==> src/rtl/touch_region_controller_pkg.sv <==
// Shared types and constants for the touch region controller.
package touch_region_controller_pkg;

  // Region FSM states.
  typedef enum logic [1:0] {
    StIdle,
    StSample,
    StArmed,
    StCommit
  } tr_state_e;

  // Screen region index: {Y msb, X top two bits}.
  typedef logic [2:0] region_t;

  localparam int unsigned NumRegions = 8;

  // Power-on colour of each region equals its own index.
  localparam logic [7:0][2:0] DefaultRgb = {3'd7, 3'd6, 3'd5, 3'd4, 3'd3, 3'd2, 3'd1, 3'd0};

  // Map the coordinate high bits onto a region index.
  function automatic region_t region_of(input logic [1:0] x_hi, input logic y_hi);
    return {y_hi, x_hi};
  endfunction

endpackage

==> src/rtl/touch_release_timer.sv <==
// Saturating pen-up timer: counts consecutive Touch_En-low clocks and flags a release.
module touch_release_timer #(
  parameter int unsigned RELEASE_CYCLES = 16
) (
  input  logic Clock,
  input  logic Resetn,
  input  logic touch_en_i,
  output logic release_o
);

  localparam logic [7:0] Limit = 8'(RELEASE_CYCLES);

  logic [7:0] cnt_q, cnt_d;

  // Clear while the pen is down, otherwise count up and hold at the limit.
  always_comb begin
    cnt_d = cnt_q;
    if (touch_en_i) begin
      cnt_d = '0;
    end else if (cnt_q != Limit) begin
      cnt_d = cnt_q + 8'd1;
    end
  end

  // Counter register.
  always_ff @(posedge Clock or negedge Resetn) begin
    if (!Resetn) begin
      cnt_q <= '0;
    end else begin
      cnt_q <= cnt_d;
    end
  end

  // A pen-down in the same cycle masks the release so a late glitch still cancels it.
  assign release_o = (cnt_q == Limit) && !touch_en_i;

endmodule

==> src/rtl/touch_region_controller.sv <==
// Debounces touch samples into a screen region and, on pen release, commits a
// colour change (increment or restore) to that region's RGB code.
module touch_region_controller
  import touch_region_controller_pkg::*;
#(
  parameter int unsigned DEBOUNCE_SAMPLES = 4,
  parameter int unsigned RELEASE_CYCLES   = 16
) (
  input  logic            Clock,
  input  logic            Resetn,
  input  logic            Touch_En,
  input  logic            Coord_En,
  input  logic [11:0]     X_Coord,
  input  logic [11:0]     Y_Coord,
  input  logic            Lock_I,
  input  logic            Mode_I,
  output logic [7:0][2:0] RGB_O,
  output logic [2:0]      Active_Region_O,
  output logic            Armed_O,
  output logic            Commit_O
);

  localparam logic [3:0] DebounceCnt = 4'(DEBOUNCE_SAMPLES);

  tr_state_e       state_q, state_d;
  region_t         cand_q, cand_d;
  logic [3:0]      count_q, count_d;
  logic [7:0][2:0] rgb_q, rgb_d;
  logic            commit_q, commit_d;

  logic    sample_valid;
  logic    release_hit;
  logic    commit_fire;
  region_t region;

  // Only the region-selecting coordinate bits matter.
  logic unused_coord_bits;
  assign unused_coord_bits = ^{X_Coord[9:0], Y_Coord[10:0]};

  assign sample_valid = Coord_En && Touch_En;
  assign region       = region_of(X_Coord[11:10], Y_Coord[11]);
  assign commit_fire  = (state_q == StCommit) && !Lock_I;

  touch_release_timer #(
    .RELEASE_CYCLES(RELEASE_CYCLES)
  ) u_release_timer (
    .Clock      (Clock),
    .Resetn     (Resetn),
    .touch_en_i (Touch_En),
    .release_o  (release_hit)
  );

  // Next-state logic: debounce the candidate region and arm/commit on release.
  always_comb begin
    state_d = state_q;
    cand_d  = cand_q;
    count_d = count_q;
    unique case (state_q)
      StIdle: begin
        if (sample_valid) begin
          cand_d  = region;
          count_d = 4'd1;
          state_d = (DebounceCnt == 4'd1) ? StArmed : StSample;
        end
      end
      StSample: begin
        if (release_hit) begin
          state_d = StIdle;
        end else if (sample_valid) begin
          if (region == cand_q) begin
            count_d = count_q + 4'd1;
            if (count_d == DebounceCnt) begin
              state_d = StArmed;
            end
          end else begin
            cand_d  = region;
            count_d = 4'd1;
          end
        end
      end
      StArmed: begin
        if (release_hit) begin
          state_d = StCommit;
        end else if (sample_valid && (region != cand_q)) begin
          cand_d  = region;
          count_d = 4'd1;
          if (DebounceCnt != 4'd1) begin
            state_d = StSample;
          end
        end
      end
      StCommit: begin
        state_d = StIdle;
      end
      default: begin
        state_d = StIdle;
      end
    endcase
  end

  // Colour update and commit pulse, applied only to the candidate region.
  always_comb begin
    rgb_d    = rgb_q;
    commit_d = 1'b0;
    if (commit_fire) begin
      commit_d = 1'b1;
      if (Mode_I) begin
        rgb_d[cand_q] = DefaultRgb[cand_q];
      end else begin
        rgb_d[cand_q] = rgb_q[cand_q] + 3'd1;
      end
    end
  end

  // State and output registers; reset discards any pending commit.
  always_ff @(posedge Clock or negedge Resetn) begin
    if (!Resetn) begin
      state_q  <= StIdle;
      cand_q   <= '0;
      count_q  <= '0;
      rgb_q    <= DefaultRgb;
      commit_q <= 1'b0;
    end else begin
      state_q  <= state_d;
      cand_q   <= cand_d;
      count_q  <= count_d;
      rgb_q    <= rgb_d;
      commit_q <= commit_d;
    end
  end

  assign RGB_O           = rgb_q;
  assign Active_Region_O = cand_q;
  assign Armed_O         = (state_q == StArmed);
  assign Commit_O        = commit_q;

endmodule
==> config.mk <==
export PLATFORM = sky130hd
export DESIGN_NAME = touch_region_controller
export DESIGN_NICKNAME = d
export VERILOG_FILES = /design/src/rtl/touch_region_controller_pkg.sv /design/src/rtl/touch_release_timer.sv /design/src/rtl/touch_region_controller.sv
export SDC_FILE = /design/constraint.sdc
export NUM_CORES = 1
export LEC_CHECK = 0
export CORE_ASPECT_RATIO = 1.75
export CORE_MARGIN = 2
export CORE_UTILIZATION = 45
export CTS_BUF_LIST = sky130_fd_sc_hd__clkbuf_8
export DETAILED_ROUTE_END_ITERATION = 8
export PLACE_DENSITY = 0.77
export REMOVE_ABC_BUFFERS = 1
export SLEW_MARGIN = 20
export SYNTH_ARGS = -nofsm -noshare
export SYNTH_HDL_FRONTEND = slang
export SYNTH_SLANG_ARGS = --single-unit
export TNS_END_PERCENT = 50
==> constraint.sdc <==
create_clock -name Clock -period 2.1 [get_ports Clock]
set_input_delay 0.42 -clock Clock [delete_from_list [all_inputs] [get_ports Clock]]
set_output_delay 0.42 -clock Clock [all_outputs]
set_load 0.02 [all_outputs]
==> results by group, run 1 <==
Run status
  • Status: complete, no violations

Layout
  • Synth-to-layout area growth: 32.7%
  • Commonest non-fill, non-tap cell in the layout: clkdlybuf4s50_1
  • # diodes: 0
  • Nets: 315
  • Share of post-route cells with drive strength above 1: 21.4%
  • Commonest cells after routing, fill and taps aside: clkdlybuf4s50_1, dfrtp_1, nand2_1, nor2_1, buf_4

Critical path
  • Critical path endpoint: Active_Region_O[2]
  • Crit path DAT: 1.64 ns
  • Nature of the critical path startpoint: flip-flop
  • Critical path class: reg2out
  • R2R Setup Slk: about 0.080 ns
  • Critical path startpoint: Active_Region_O[2]
  • Critical Path Fanout Max: 8
  • CP required: approximately 1.7 ns
  • Reg2reg path depth: 9
  • R2r startpoint: Active_Region_O[1]
  • Crit. End Element: primary output
  • Worst r2r dst: RGB_O[8]

Synthesis
  • Mux contribution to synthesized area: roughly 7.7%
  • Synthesis Warnings: 0
  • Netlist Area Pre-Place: roughly 2200 µm²
  • Synthesized instance count: approximately 220
  • Largest family of logic cells by synthesized area: simple AND/OR/NAND/NOR gates
  • Number of flops mapped to enable cells by yosys: 0
  • Unique masters post-synth: 41
  • Syn avg cell area: 9.78 µm²
  • Xor/xnor share of the synthesized area: 4.44%
  • Ys flop type: dfrtp_1
  • Register area share after synthesis: 49.1%
  • Synth async-reset ratio: 100%
  • Compound-Gate Fraction of Synth Area: around 14%
  • Adder and majority cell fraction of the synthesized area: a little under 3%
  • Simple-Gate Fraction of Synth Area: 18.7%
  • Flops & latches, synth: 42

Drt
  • Met2 WL: 2740 µm
  • Avg WL per Cell: approximately 16 µm
  • Final Routed Wirelength: roughly 5300 µm
  • Met1 wire length: a little over 2000 µm
  • Pre-antenna DRT Iters: 4
  • DRC: 0
  • Antenna viol nets, final: 0
  • Max layer used: met4
  • WL met3: 210 µm
  • DR vias: ~1900
  • Post-DR vias/cell: 5.65
  • Iteration-0 DRC Markers: 53

Global route
  • Largest net degree at the start of global routing: 43
  • Vias in the first global route: about 1900
  • First-pass GRT wire length: between 8000 and 9000 µm
  • Global Route Usage Sum: between 20% and 30%
  • Total grt overflow: 0
  • Antenna violations before repair: 0

Pwr
  • Tot Pwr: roughly 0.0020 W
  • Switching share of power: about 30%
  • Leak: between 1 and 1.5 nW
  • Seq pwr share: a little over two fifths
  • Switching power: 0.000606 W
  • Combinational Power Share: around a quarter
  • Maximum vdd ir drop: about 550 µV
  • Clock share of power: roughly a third
  • Power Density: between 700 and 800 nW/µm²
  • Internal: ~0.0014 W

Place
  • Routability congestion estimate: roughly 0.9
  • HPWL after DPL: between 4000 and 5000 µm
  • Port Buffers: 37

Clocking
  • Later-pin clock latency in the skew report: approximately 0.30 ns
  • Clock sinks: 42
  • Clk buf depth: 2
  • Post-CTS Hold Fix Bufs: 0
  • Total CTS buffers: 5
  • CTS clock-pin slew for the worst setup and hold paths: approximately 0.090 ns
  • # H-tree levels: 2
  • Root buffer cell: clkbuf_8
  • CTS tree: yes

Die
  • Initial Util: 46.5%
  • Area of the die: about 5400 µm²
  • Ports: 59
  • Cell row count: 33
  • Core area: 4670 µm²
  • Die H: between 90 and 100 µm
  • DIE WIDTH: between 50 and 60 µm

STA
  • F_max: 486 MHz
  • Fin crit period: about 2.1 ns
  • Worst Tran Pin Value: between 0.5 and 0.6 ns
  • Final Max Slew Viols: 0
  • Tcrit/Tclk final: between 90 and 100%
  • Fin. Hold Viols: 0
  • Hold slack: between 0.15 and 0.2 ns
  • Final setup fails: 0
  • Skew final: roughly 0.0097 ns
  • Max-slew headroom: 63.8%

Worst hold path
  • Tightest Hold Check Type: in2async

Job
  • Max-cap viol count: 0
## Yosys cell counts (2+ instances only)
library cell	count	area, µm²
nor3_1	5	25.0
a22oi_1	2	15.0
clkbuf_1	2	7.51
buf_2	5	25.0
o31ai_1	2	15.0
ha_1	5	62.6
nand2b_1	5	31.3
nor3b_1	2	15.0
and3_1	4	25.0
inv_1	10	37.5
o22ai_1	2	12.5
a31oi_1	3	18.8
dfrtp_1	30	751
xor2_1	6	52.6
mux2_2	9	101
mux4_2	2	45.0
nand2_1	25	93.8
o21ai_0	21	105
dfstp_2	12	315
nor2_1	21	78.8
a21oi_1	10	50.1
xnor2_1	5	43.8
nand3_1	9	45.0
nor2b_1	6	37.5
a22o_1	2	17.5
mux2i_1	2	20.0
## logic make-up after synthesis
logic type                 count (synthesis)
muxes                                     13
buffers and inverters                     17
adders and majority gates                  5
DFF                                       42
xor gates and xnor gates                  11
AOI/OAI and AO/OA                         50
and+or+nand+nor                           84
## metal layers
metal / vias to the layer above / track usage, %
met4: 0 / 18.5
met3: 26 / 3.23
met2: 70 / 36.6
met1: 891 / 22.0
met5: - / 0
li1: 895 / -
## flip-flops by register name, summed over array words and instances (netlist names)
signal / cells
count_q: 4
Active_Region_O: 3
RGB_O: 24
Commit_O: 1
u_release_timer.cnt_q: 8
state_q: 2
## worst max-delay path, cell delays in order, from the launching register on
cell,delay [ns]
dfrtp_1,0.52
buf_4,0.21
clkdlybuf4s50_1,0.61
## through the flow
stage / cells / setup TNS (ns) / util, % / setup WS [ns] / cell area [µm²]
floorplan: 215 / -1.03 / - / -0.155 / 2140
global placement: 324 / -0.142 / 58.5 / -0.0324 / 2730
detailed placement: 324 / -0.460 / 58.5 / -0.0834 / 2730
CTS: 332 / 0 / 61.2 / 0.00143 / 2860
global route: 333 / -0.0608 / 61.7 / -0.0211 / 2880
finish: 333 / 0 / 61.7 / 0.0404 / 2880
## power by group through the flow
stage	Combinational, W	Clock, W	Sequential [W]
after global placement	0.000458	0	0.000901
after CTS	0.000479	0.000651	0.000889
after detailed placement	0.000466	0	0.000904
final	0.000497	0.000639	0.000891
after floorplan	0.000205	0	0.000933
after global routing	0.000539	0.000675	0.000895
## cell type report
class / instances / area [µm²]
Timing Repair Buffer: 58 / 536
Clock buffer: 5 / 68.8
Fill cell: 399 / 1790
Clock inverter: 3 / 41.3
Tap cell: 52 / 65.1
Inverter: 10 / 37.5
Multi-Input combinational cell: 163 / 1060
Sequential cell: 42 / 1070
## timing repair
action,in CTS,in global routing
buffers inserted,0,1
endpoints found under the setup margin,9,9
gates cloned,0,0
resized for setup,6,6
pin swaps,1,4
## how the worst min path moves through the flow
stage / from / endpoint / slack [ns]
after global routing: Resetn / RGB_O[11] / 0.23
after floorplan: Resetn / Active_Region_O[0] / 0.12
after global placement: RGB_O[23] / RGB_O[23] / 0.46
after detailed placement: RGB_O[17] / RGB_O[17] / 0.47
after CTS: Resetn / RGB_O[8] / 0.20
final: Resetn / RGB_O[8] / 0.18
No activity file was read; power rests on OpenSTA's default activity.
==> run 2: changes to the inputs <==
ABC_AREA = 1   (was not set)
PLACE_DENSITY = 0.76   (was 0.77)
TNS_END_PERCENT = not set   (was 50)
==> run 2 against run 1 <==
First-iteration DRC count is the same. Clock power fell by 15%. Sequential share of layout area down 1.4 points. Non-clock buffer count fell by 8. Utilization fell by 4.3 points. Area after synthesis increased by 10%. Worst hold slack got worse by 0.11 ns. Critical path type unchanged.
==> results by group, run 2 <==
Run status
  • Status: complete, no violations

Drt
  • Met1 wire length: about 2100 µm
  • DR vias: around 2200
  • Iteration-0 DRC Markers: 53
  • Final Routed Wirelength: between 5000 and 6000 µm
  • Pre-antenna DRT Iters: 5
  • DRC: 0
  • Max layer used: met4
  • Avg WL per Cell: 13.9 µm
  • Met2 WL: around 3300 µm
  • Antenna viol nets, final: 0
  • Post-DR vias/cell: roughly 5.4
  • WL met3: approximately 170 µm

Synthesis
  • Unique masters post-synth: 35
  • Share of the synthesized area in the top cell type: 31.4%
  • Synthesized instance count: 296
  • Netlist Area Pre-Place: 2390 µm²
  • Cell with the most instances after synthesis: nand2_1
  • Synthesis Warnings: 0
  • Flops & latches, synth: 42
  • Synth async-reset ratio: 100%
  • Area leader, netlist: dfrtp_1
  • Synth area leaders: dfrtp_1, dfstp_2, nand2_1, inv_1, nand3_1
  • Number of flops mapped to enable cells by yosys: 0
  • Register area share after synthesis: 44.7%
  • Ys flop type: dfrtp_1
  • Syn avg cell area: between 8 and 9 µm²
  • List of most frequent post-synthesis cells: nand2_1, inv_1, dfrtp_1, nor2_1, nand3_1

Critical path
  • Crit. End Element: primary output
  • Critical Path Fanout Max: 5
  • Critical path class: reg2out
  • CP required: around 1.7 ns
  • Nature of the critical path startpoint: flip-flop
  • Crit path DAT: around 1.6 ns

Clocking
  • Total CTS buffers: 5
  • CTS tree: yes
  • Clk buf depth: 2
  • Setup Buffers After CTS: 0
  • Root buffer cell: clkbuf_8
  • # H-tree levels: 2
  • Later-pin clock latency in the skew report: just under 0.3 ns
  • Clock sinks: 42
  • CTS clock-pin slew for the worst setup and hold paths: around 0.080 ns

STA
  • Fin crit period: ~2.0 ns
  • Final setup fails: 0
  • F_max: between 500 and 600 MHz
  • Skew final: between 0.007 and 0.008 ns
  • Final Max Slew Viols: 0
  • Fin. Hold Viols: 0
  • Worst Tran Pin Value: approximately 0.47 ns
  • RSZ-0062 raised after global routing: no
  • Final TNS setup: 0 ns
  • Tcrit/Tclk final: between 90% and 100%
  • Max-slew headroom: between 60% and 70%

Layout
  • Commonest cells after routing, fill and taps aside: nand2_1, inv_1, clkdlybuf4s50_1, dfrtp_1, nor2_1
  • Nets: 384
  • Share of post-route cells with drive strength above 1: roughly 21%
  • # diodes: 0
  • Post-route insts no fill: 405
  • Post-route cell area: 2990 µm²
  • Largest register FFs: 24
  • Final design utilization: a little under three fifths
  • Synth-to-layout area growth: 25.4%
  • Commonest non-fill, non-tap cell in the layout: nand2_1

Pwr
  • Internal: 0.00247 W
  • Combinational Power Share: about 58%
  • Seq pwr share: 30.3%
  • Maximum vdd ir drop: 751 µV
  • Power Density: ~1500 nW/µm²
  • Leak: approximately 1.4 nW
  • Clock share of power: 12.2%
  • Switching power: slightly below 0.002 W
  • Switching share of power: between 40 and 50%

Place
  • DP Cell Count: a little under 400
  • Port Buffers: 37
  • Placed inst area: around 2900 µm²
  • HPWL after DPL: 4370 µm
  • Routability congestion estimate: between 0.8 and 0.9

Global route
  • Global Route Usage Sum: 21.1%
  • First-pass GRT wire length: ~9700 µm
  • Vias in the first global route: 2210
  • Antenna violations before repair: 0
  • Total grt overflow: 0
  • Largest net degree at the start of global routing: 24

Die
  • Ports: 59
  • Core area: ~5200 µm²
  • DIE WIDTH: around 59 µm
  • Die H: between 100 and 150 µm
  • Initial Util: between 40 and 50%
  • Area of the die: between 5000 and 6000 µm²
  • Cell row count: 35

Worst hold path
  • Tightest Hold Check Type: in2async

Job
  • Max-cap viol count: 0
## run 2: layout make-up
| class | count | area, µm² |
|---|---|---|
| Clock buffer | 6 | 82.6 |
| Timing Repair Buffer | 50 | 488 |
| Fill cell | 473 | 2220 |
| Clock inverter | 2 | 8.76 |
| Multi-Input combinational cell | 206 | 1110 |
| Tap cell | 55 | 68.8 |
| Inverter | 44 | 170 |
| Sequential cell | 42 | 1070 |
## run 2: worst paths after layout
check	end	depth (start not counted)	startpoint	slack (ns)
min in group Clock	RGB_O[17]	2	RGB_O[17]	0.48
worst max-delay path	Armed_O	2	state_q[0]	0.12
max in group asynchronous	RGB_O[23]	2	Resetn	1.47
worst min register to register	RGB_O[17]	2	RGB_O[17]	0.48
worst max register to register	RGB_O[1]	11	Active_Region_O[2]	0.14
worst min-delay path	state_q[0]	1	Resetn	0.07
## run 2: kinds of logic (layout without fill, tap and decap cells)
logic type / Yosys count / count (layout) / share of synthesized area, %
compound gates: 50 / 50 / 12.4
xor+xnor: 3 / 3 / 1.10
fa+ha+maj: 5 / 5 / 2.62
buf+inv: 48 / 102 / 9.01
simple gates: 148 / 148 / 30.2
flops: 42 / 42 / 44.7
## run 2: metrics by stage
stage               setup slack [ns]  total power (W)  hold WS, ns
floorplan                    0.00677          0.00277        0.124
global placement               0.110          0.00385        0.394
detailed placement             0.103          0.00389        0.405
CTS                           0.0121          0.00444       0.0864
global route                  0.0129          0.00475        0.106
finish                         0.123          0.00444       0.0726
## run 2: timing repair
action | in CTS | in global routing
hold buffers | 0 | 0
resized for setup | 0 | 2
setup endpoints to repair | 0 | 9
## run 2: metal layers
layer	up-vias	GRT usage (%)
met4	0	7.69
met5	-	0
met3	8	3.09
met2	47	40.9
met1	1049	21.8
li1	1070	-
## run 2: power by group through the flow
| stage | registers (W) | clock network, W | logic, W |
|---|---|---|---|
| after CTS | 0.00134 | 0.000547 | 0.00255 |
| after detailed placement | 0.00135 | 0 | 0.00254 |
| after global routing | 0.00138 | 0.000575 | 0.00279 |
| after global placement | 0.00135 | 0 | 0.00251 |
| after floorplan | 0.00159 | 0 | 0.00118 |
| final | 0.00134 | 0.000541 | 0.00255 |
## run 2: worst max-delay path, cell delays in order, from the launching register on
cell	delay, ns
dfrtp_1	0.45
nor2_1	0.19
clkdlybuf4s50_1	0.63
==> run 3: changes to the inputs <==
--- a/config.mk
+++ b/config.mk
@@ -9,3 +9,3 @@
 export CORE_ASPECT_RATIO = 1.75
-export CORE_MARGIN = 2
+export CORE_MARGIN = 4
 export CORE_UTILIZATION = 45
==> constraint.sdc (replaced) <==
create_clock -name Clock -period 2.1 [get_ports Clock]
set_input_delay 0.315 -clock Clock [delete_from_list [all_inputs] [get_ports Clock]]
set_output_delay 0.315 -clock Clock [all_outputs]
set_load 0.02 [all_outputs]
==> run 3 against run 2 <==
Via count shrank 3.2%. Final area shrank 0.54%. Flip-flop and latch count is the same. Wire length shrank 3.9%. Setup slack gained 0.033 ns. Critical path depth grew 9. First-iteration DRC count shrank 3.8%. Non-clock buffer count is the same. Worst hold slack lost 0.021 ns. Global-route usage shrank 3.1 points. Register-to-register slack gained 0.02 ns. Maximum frequency grew 1.7%. Largest cell class unchanged. Highest routed layer unchanged.
==> results by group, run 3 (synthesis gave the netlist of run 2 again) <==
Run status
  • Status: complete, no violations

STA
  • Final TNS setup: 0 ns
  • Max-slew headroom: between 60% and 70%
  • F_max: ~510 MHz
  • Fin. Hold Viols: 0
  • Fin crit period: approximately 2 ns
  • RSZ-0062 raised after global routing: no
  • Final setup fails: 0
  • Tcrit/Tclk final: just over 90%
  • Final Max Slew Viols: 0
  • Skew final: 0.00764 ns
  • Worst Tran Pin Value: around 0.5 ns

Layout
  • Share of post-route cells with drive strength above 1: a little over a fifth
  • Commonest cells after routing, fill and taps aside: nand2_1, inv_1, clkdlybuf4s50_1, dfrtp_1
  • Post-route cell area: roughly 3000 µm²
  • Synth-to-layout area growth: 24.7%
  • Nets: between 300 and 400
  • Commonest non-fill, non-tap cell in the layout: nand2_1
  • # diodes: 0
  • Largest register FFs: 24
  • Post-route insts no fill: about 400

Die
  • DIE WIDTH: between 60 and 70 µm
  • Die H: approximately 100 µm
  • Area of the die: ~6600 µm²
  • Cell row count: 34
  • Core area: a little over 5000 µm²
  • Ports: between 50 and 60
  • Initial Util: 47.2%

Drt
  • Avg WL per Cell: ~13 µm
  • Iteration-0 DRC Markers: 51
  • Antenna viol nets, final: 0
  • Pre-antenna DRT Iters: 4
  • DRC: 0
  • Post-DR vias/cell: approximately 5.2
  • DR vias: approximately 2100
  • Final Routed Wirelength: ~5400 µm

Critical path
  • R2r startpoint: Active_Region_O[1]
  • Slowest stage cell, crit path: dfrtp_2
  • Crit. End Element: flip-flop
  • Critical Path Fanout Max: 10
  • CP required: around 2.3 ns
  • Nature of the critical path startpoint: flip-flop
  • Crit path DAT: ~2.1 ns
  • Critical path class: reg2reg
  • Critical path startpoint: Active_Region_O[1]
  • Cells along the critical path: inv_2 -> nand3_2 -> o22ai_1 -> a21oi_1 -> nand3b_1 -> ha_1 -> inv_1 -> nor2_2 -> buf_4 -> nand2_1 -> o21ai_0
  • Slowest stage delay, CP: about 0.47 ns

Clocking
  • Setup Buffers After CTS: 0
  • Root buffer cell: clkbuf_8
  • Total CTS buffers: 5
  • CTS tree: yes
  • Later-pin clock latency in the skew report: 0.31 ns
  • Clk buf depth: 2
  • Post-CTS Hold Fix Bufs: 0
  • CTS clock-pin slew for the worst setup and hold paths: 0.08 ns
  • Clock sinks: 42
  • # H-tree levels: 2

Pwr
  • Power Density: ~1500 nW/µm²
  • Maximum vdd ir drop: 608 µV
  • Tot Pwr: between 0.004 and 0.005 W
  • Leak: ~1.4 nW

Global route
  • Antenna violations before repair: 0
  • Total grt overflow: 0
  • Vias in the first global route: ~2000
  • First-pass GRT wire length: 9360 µm
  • Largest net degree at the start of global routing: 43
  • Global Route Usage Sum: a little under a fifth

Place
  • Port Buffers: 37
  • HPWL after DPL: 4180 µm
  • Routability congestion estimate: around 0.84
  • Placed inst area: about 2900 µm²
  • DP Cell Count: between 300 and 400

Job
  • Max-cap viol count: 0

Worst hold path
  • Tightest Hold Check Type: in2async
## run 3: through the flow
step                hold slack [ns]  worst slack [ns]  utilization, %
floorplan                    0.0194           0.00677               -
global placement              0.403             0.130            56.7
detailed placement            0.408            0.0674            56.7
CTS                          0.0767            0.0387            58.6
global route                  0.102           0.00976            58.8
finish                       0.0513             0.157            58.8
## run 3: final timing paths
check	endpoint	slack (ns)	depth (start not counted)
min	u_release_timer.cnt_q[6]	0.05	2
max in group asynchronous	Active_Region_O[1]	1.67	2
min in group Clock	RGB_O[21]	0.48	2
max	RGB_O[16]	0.16	11
max reg2reg	RGB_O[16]	0.16	11
min reg2reg	RGB_O[21]	0.48	2
## run 3: layout make-up
type                    count  area, µm²
repair buffers             50        463
clock buffers               6       82.6
multi-input cells         206       1110
flip-flops and latches     42       1070
fillers                   472       2090
clock inverters             2       8.76
inverters                  44        170
well taps                  54       67.6
## run 3: report_power, final
part	internal, W	leakage [nW]	switching [W]
sequential	0.00110	0.501	0.000246
combinational	0.00110	0.882	0.00144
clock	0.000260	0.0524	0.000277
## run 3: critical path, delay by kind of cell, from the launching register on
kind | cells | cell delay, ns
DFF | 1 | 0.47
and+or+nand+nor | 4 | 0.32
buffers and inverters | 3 | 0.36
AOI/OAI and AO/OA | 3 | 0.34
adders and majority gates | 1 | 0.32
## run 3: routing by layer
metal,vias up,GRT usage [%],wire (µm)
met5,-,0,0
met4,0,8.06,143
met3,12,3.57,215
met2,55,32.9,2990
met1,970,19.7,2060
li1,1068,-,-
## run 3: what timing repair did
action,4_1_cts,5_1_grt
resized for setup,0,5
setup endpoints to repair,0,10
hold endpoints to repair,0,0
